File: src/rtl/rv_pipe_pkg.sv
// rv_pipe_pkg
// Shared definitions for the RV32I decode->execute pipeline boundary.
//   XLEN            data/address width (pc, rs1, rs2, imm)
//   RD_W            destination register index width
//   id_ex_payload_t everything decode hands to execute for one instruction
//   skid_state_t    occupancy of the two-entry id/ex skid buffer
package rv_pipe_pkg;

    localparam int XLEN = 32;
    localparam int RD_W = 5;

    typedef struct packed {
        logic [XLEN-1:0] pc;
        logic [XLEN-1:0] rs1;
        logic [XLEN-1:0] rs2;
        logic [XLEN-1:0] imm;
        logic [2:0]      funct3;
        logic [2:0]      op3;
        logic            sel;
        logic [RD_W-1:0] rd;
    } id_ex_payload_t;

    typedef enum logic [1:0] {
        S_EMPTY,
        S_ONE,
        S_FULL
    } skid_state_t;

endpackage

File: src/rtl/id_ex_skid_reg.sv
// id_ex_skid_reg
// Decode->execute pipeline register built as a two-entry skid buffer.
// The main slot drives the ex_* outputs; the skid slot catches the one beat
// that decode can still push in the cycle execute stalls, which lets id_ready
// come straight from a flop instead of from ex_ready.
// Ports:
//   clk, rst_n           clock, synchronous active-low reset
//   flush                drop everything in flight (branch/jump redirect)
//   id_valid / id_ready  decode-side handshake (id_ready is registered)
//   id_pc .. id_rd       decode payload
//   ex_valid / ex_ready  execute-side handshake
//   ex_pc .. ex_rd       registered payload from the main slot
module id_ex_skid_reg
    import rv_pipe_pkg::*;
(
    input  logic            clk,
    input  logic            rst_n,
    input  logic            flush,
    input  logic            id_valid,
    output logic            id_ready,
    input  logic [XLEN-1:0] id_pc,
    input  logic [XLEN-1:0] id_rs1,
    input  logic [XLEN-1:0] id_rs2,
    input  logic [XLEN-1:0] id_imm,
    input  logic [2:0]      id_funct3,
    input  logic [2:0]      id_op3,
    input  logic            id_sel,
    input  logic [RD_W-1:0] id_rd,
    output logic            ex_valid,
    input  logic            ex_ready,
    output logic [XLEN-1:0] ex_pc,
    output logic [XLEN-1:0] ex_rs1,
    output logic [XLEN-1:0] ex_rs2,
    output logic [XLEN-1:0] ex_imm,
    output logic [2:0]      ex_funct3,
    output logic [2:0]      ex_op3,
    output logic            ex_sel,
    output logic [RD_W-1:0] ex_rd
);

    id_ex_payload_t in_payload;
    id_ex_payload_t main_q;
    id_ex_payload_t skid_q;

    logic        main_valid;
    logic        skid_valid;
    logic        main_valid_nxt;
    logic        skid_valid_nxt;
    logic        load_main_in;
    logic        load_main_skid;
    logic        load_skid;
    logic        in_fire;
    logic        out_fire;
    skid_state_t state;

    assign in_payload = '{pc: id_pc, rs1: id_rs1, rs2: id_rs2, imm: id_imm,
                          funct3: id_funct3, op3: id_op3, sel: id_sel, rd: id_rd};

    // The skid slot only fills when decode pushed while execute stalled,
    // so its valid bit is exactly "cannot take another beat".
    assign id_ready = !skid_valid;
    assign ex_valid = main_valid;
    assign in_fire  = id_valid & id_ready;
    assign out_fire = main_valid & ex_ready;

    // The two valid bits are the state; decode them into the named states
    // so the transition table below reads like the occupancy diagram.
    always_comb begin
        state = S_EMPTY;
        if (main_valid && skid_valid) begin
            state = S_FULL;
        end else if (main_valid) begin
            state = S_ONE;
        end
    end

    // Next occupancy and which slot loads what. A flush wins over any
    // handshake: both slots empty and nothing is captured that cycle.
    always_comb begin
        main_valid_nxt = main_valid;
        skid_valid_nxt = skid_valid;
        load_main_in   = 1'b0;
        load_main_skid = 1'b0;
        load_skid      = 1'b0;
        case (state)
            S_EMPTY: begin
                if (in_fire) begin
                    main_valid_nxt = 1'b1;
                    load_main_in   = 1'b1;
                end
            end
            S_ONE: begin
                if (in_fire && out_fire) begin
                    load_main_in   = 1'b1;
                end else if (in_fire) begin
                    skid_valid_nxt = 1'b1;
                    load_skid      = 1'b1;
                end else if (out_fire) begin
                    main_valid_nxt = 1'b0;
                end
            end
            S_FULL: begin
                if (out_fire) begin
                    skid_valid_nxt = 1'b0;
                    load_main_skid = 1'b1;
                end
            end
            default: begin
                main_valid_nxt = 1'b0;
                skid_valid_nxt = 1'b0;
            end
        endcase
        if (flush) begin
            main_valid_nxt = 1'b0;
            skid_valid_nxt = 1'b0;
            load_main_in   = 1'b0;
            load_main_skid = 1'b0;
            load_skid      = 1'b0;
        end
    end

    // Valid bits and slot payloads. Payload flops only move on a slot load,
    // so ex_* stay frozen while execute stalls and emptied slots keep stale
    // data. Reset zeroes the payload so ex_sel comes up selecting funct3.
    always_ff @(posedge clk) begin
        if (!rst_n) begin
            main_valid <= 1'b0;
            skid_valid <= 1'b0;
            main_q     <= '0;
            skid_q     <= '0;
        end else begin
            main_valid <= main_valid_nxt;
            skid_valid <= skid_valid_nxt;
            if (load_main_in) begin
                main_q <= in_payload;
            end else if (load_main_skid) begin
                main_q <= skid_q;
            end
            if (load_skid) begin
                skid_q <= in_payload;
            end
        end
    end

    assign ex_pc     = main_q.pc;
    assign ex_rs1    = main_q.rs1;
    assign ex_rs2    = main_q.rs2;
    assign ex_imm    = main_q.imm;
    assign ex_funct3 = main_q.funct3;
    assign ex_op3    = main_q.op3;
    assign ex_sel    = main_q.sel;
    assign ex_rd     = main_q.rd;

`ifndef SYNTHESIS
    // A beat can only sit in the skid slot behind one in the main slot.
    skid_implies_main: assert property (@(posedge clk) disable iff (!rst_n)
        skid_valid |-> main_valid);
`endif

endmodule

File: config.mk
export PLATFORM = sky130hd
export DESIGN_NAME = id_ex_skid_reg
export DESIGN_NICKNAME = d
export VERILOG_FILES = /design/src/rtl/rv_pipe_pkg.sv /design/src/rtl/id_ex_skid_reg.sv
export SDC_FILE = /design/constraint.sdc
export NUM_CORES = 1
export LEC_CHECK = 0
export ABC_AREA = 1
export CAP_MARGIN = 40
export CORE_UTILIZATION = 47
export DETAILED_ROUTE_END_ITERATION = 6
export PLACE_DENSITY = 0.77
export SLEW_MARGIN = 30
export SYNTH_ARGS = -nofsm -noshare
export SYNTH_HDL_FRONTEND = slang
export SYNTH_SLANG_ARGS = --single-unit
export TNS_END_PERCENT = 50
File: constraint.sdc
create_clock -name clk -period 1.2 [get_ports clk]
set_input_delay 0.12 -clock clk [delete_from_list [all_inputs] [get_ports clk]]
set_output_delay 0.12 -clock clk [all_outputs]
set_load 0.02 [all_outputs]
==> results.tsv <==
stage	metric	value	unit
status	status	finished with violations	
status	violations	setup timing	
floorplan	die_area	0.02971	mm2
final_layout	post-route-util	65.80	%
final_layout	fin_cells	2690	
global_route	grt_pass1_vias	13030	
setup_path	cp_max_fo	11	
floorplan	die_w	172.4	um
setup_path	cp_data_arrival_time	2.03	ns
floorplan	coreArea	0.02863	mm2
placed_design	place.gp.congestion	0.8366	
setup_path	crit_path_end	ex_imm[16]	
min_path	min_path_type	primary input to flop	
floorplan	initial_utilization	47.66	%
timing	post-route-min-period	1.580	ns
placed_design	dp.cells	2601	
setup_path	cpMostUsedCell	nand2_1	
timing	rsz0062_at_grt	yes	
min_path	hold_depth	4	
timing	slew_headroom	71.32	%
setup_path	reg2reg_depth	11	
cts	clk_latency	0.56	ns
setup_path	r2r-start	skid_valid	
routing	vias	14140	
setup_path	worstSetupPathType	flop to flop	
cts	cts_root_buf	clkbuf_16	
cts	cts_hold_buffers	0	
pwr	cellPowerDensity	1272	mW/mm2
routing	drtIter0Drc	1248	
logic_synthesis	yosysUniqueCellTypes	19	
setup_path	r2r_slack	-0.38	ns
logic_synthesis	ys_seq_area_share	41.38	%
setup_path	reg2reg_to	ex_imm[16]	
timing	drv_slew	0	
logic_synthesis	postSynthCellCount	2007	
setup_path	crit_family	buffers and inverters	
global_route	grt_start_max_net_pins	81	
global_route	antenna_found_initial	5	
pwr	irDropWorstVdd	0.0009432	V
timing	worst_slew_pin_slew	0.4301	ns
global_route	grt_pass1_wl	65360	um
logic_synthesis	synth_area	0.01364	mm2
setup_path	endpoint_kind	flop	
timing	hold_violations	0	
final_layout	final_cell_mix	nand2_1 (415), nor2_1 (411), nand3b_1 (276)	
routing	drt_wl_total	43560	um
setup_path	slowest_stage	dfxtp_2	
routing	antenna_left	0	
cts	cts_tree	done	
final_layout	layout_commonest_cell	nand2_1	
global_route	overflow	0	
floorplan	rows	62	
placed_design	post-dp-hpwl	25510	um
flow_run	maxCapViolations	0	
cts	cts_buffers	30	
routing	vias_per_cell	5.257	
floorplan	die_y	172.4	um
setup_path	crit_cells	11	
placed_design	place_area	0.01754	mm2
routing	drc	0	
routing	wl_per_cell	16.19	um
logic_synthesis	synth_warnings	0	
cts	cts_num_sinks	282	
final_layout	area_growth	38.07	%
timing	fmax	0.6330	GHz
timing	clock_skew	0.01703	ns
placed_design	io_buffers	286	
cts	clockBufferDepth	3	
setup_path	worstPathRequired	1.65	ns
setup_path	cp_cell_sequence	buf_6 -> buf_4 -> nand2_4 -> inv_8 -> buf_12 -> clkbuf_16 -> nand3b_1 -> nand2_1 -> nand2_1 -> clkinv_1 -> nor2_1	
timing	fin_ws	-0.3797	ns
setup_path	worst_setup_path_start_kind	flop	
pwr	cellLeakagePower	8.995	nW
cts	htreeDepth	1	
timing	final.period_utilization	131.6	%
floorplan	num_io_pins	287	
setup_path	critical_path.startpoint	skid_valid	
final_layout	design_area	0.01884	mm2
routing	dr.pass1.iters	7	
cts	clk_pin_slew_worst_paths	0.07	ns
setup_path	max_stage_delay	0.35	ns
global_route	grtUsageTotal	26.93	%
logic_synthesis	avgSynthCellArea	6.797	um2
setup_path	path_buf_inv	6	
logic_synthesis	synth_nets	2152	
timing	setup_viol	282	
final_layout	layout.nets	2424	
final_layout	drive_gt1_share	16.64	%
logic_synthesis	synth_seq_cells	282	
[final cells by class]
| type | count | area, um2 |
|---|---|---|
| Tap cell | 384 | 480.5 |
| Clock buffer | 47 | 935.9 |
| Clock inverter | 8 | 165.2 |
| Multi-Input combinational cell | 1412 | 6935 |
| Inverter | 147 | 566.8 |
| Sequential cell | 282 | 5669 |
| Timing Repair inverter | 1 | 7.507 |
| Timing Repair Buffer | 405 | 4065 |
| Antenna cell | 4 | 10.01 |
| Fill cell | 2438 | 9789 |
[synth_stat cells]
library cell  count  area, um2
a31oi_1           1      6.260
buf_4             3      22.52
nand4_1           1      6.260
a211oi_1          1      7.510
clkbuf_1         76      285.3
nor2_1          419       1573
inv_1            91      341.6
clkinv_1         50      187.7
nand2_2           1      6.260
nand2_1         422       1584
nand3_1         145      725.7
dfxtp_1         282       5645
o21ai_0         140      700.7
buf_1            10      37.54
inv_2             6      22.52
nor2_2            2      12.51
a21oi_1           3      15.01
nand3b_1        276       2072
buf_2            78      390.4
[cells by family after synthesis]
kind of cell	Yosys count	share of synthesized area (%)
AND/OR/NAND/NOR	1266	43.83
flip-flops	282	41.38
AO/OA/AOI/OAI	145	5.347
buffers and inverters	314	9.438
[tightest hold or removal path, delay by kind of cell]
family	cells	cell delay [ns]
and+or+nand+nor	2	0.12
buffers and inverters	2	0.30
[power breakdown]
group	internal [W]	switching [W]	total [W]	leakage, nW
registers	0.00974	0.000188	0.00993	2.30
logic	0.00170	0.00206	0.00375	6.15
clock network	0.00638	0.00389	0.0103	0.543
[registers in the layout (all words and copies together) (netlist names)]
| register | flops |
|---|---|
| skid_q | 140 |
| ex_imm | 32 |
| ex_pc | 32 |
| ex_rs1 | 32 |
| ex_rs2 | 32 |
| ex_rd | 5 |
| ex_funct3 | 3 |
| ex_op3 | 3 |
| ex_sel | 1 |
| ex_valid | 1 |
| skid_valid | 1 |
[through the flow]
step	hold slack, ns	TNS (ns)	power, W	setup WS (ns)
after floorplan	0.2110	-8.741	0.01214	-0.05123
after global placement	0.4518	-161.93	0.01383	-0.6896
after detailed placement	0.4611	-167.02	0.01387	-0.7058
after CTS	0.004533	-57.48	0.02396	-0.2880
after global routing	0.02221	-92.13	0.02485	-0.4339
final	0.02345	-65.35	0.02396	-0.3797
[worst min-delay path by stage]
stage | endpoint | slack [ns] | from
finish | ex_rs1[2] | 0.02 | rst_n
global route | ex_rs1[2] | 0.02 | rst_n
CTS | ex_rs1[9] | 0.005 | rst_n
detailed placement | skid_q[5] | 0.46 | skid_q[5]
global placement | skid_q[7] | 0.45 | skid_q[7]
floorplan | skid_valid | 0.21 | ex_ready
[metal layers]
metal	GRT usage [%]	routed length (um)	share of wire (%)
met1	35.12	18600	43
met2	44.69	20250	46
met3	4.738	3516	8.1
met4	9.196	1179	2.7
met5	0	13	0.030
[what timing repair did]
action / CTS / global route
setup endpoints to repair: 422 / 335
buffers inserted: 9 / 6
gates cloned: 6 / 12
resized for setup: 645 / 51
pin swaps: 65 / 55
No activity file was read; power rests on OpenSTA's default activity.
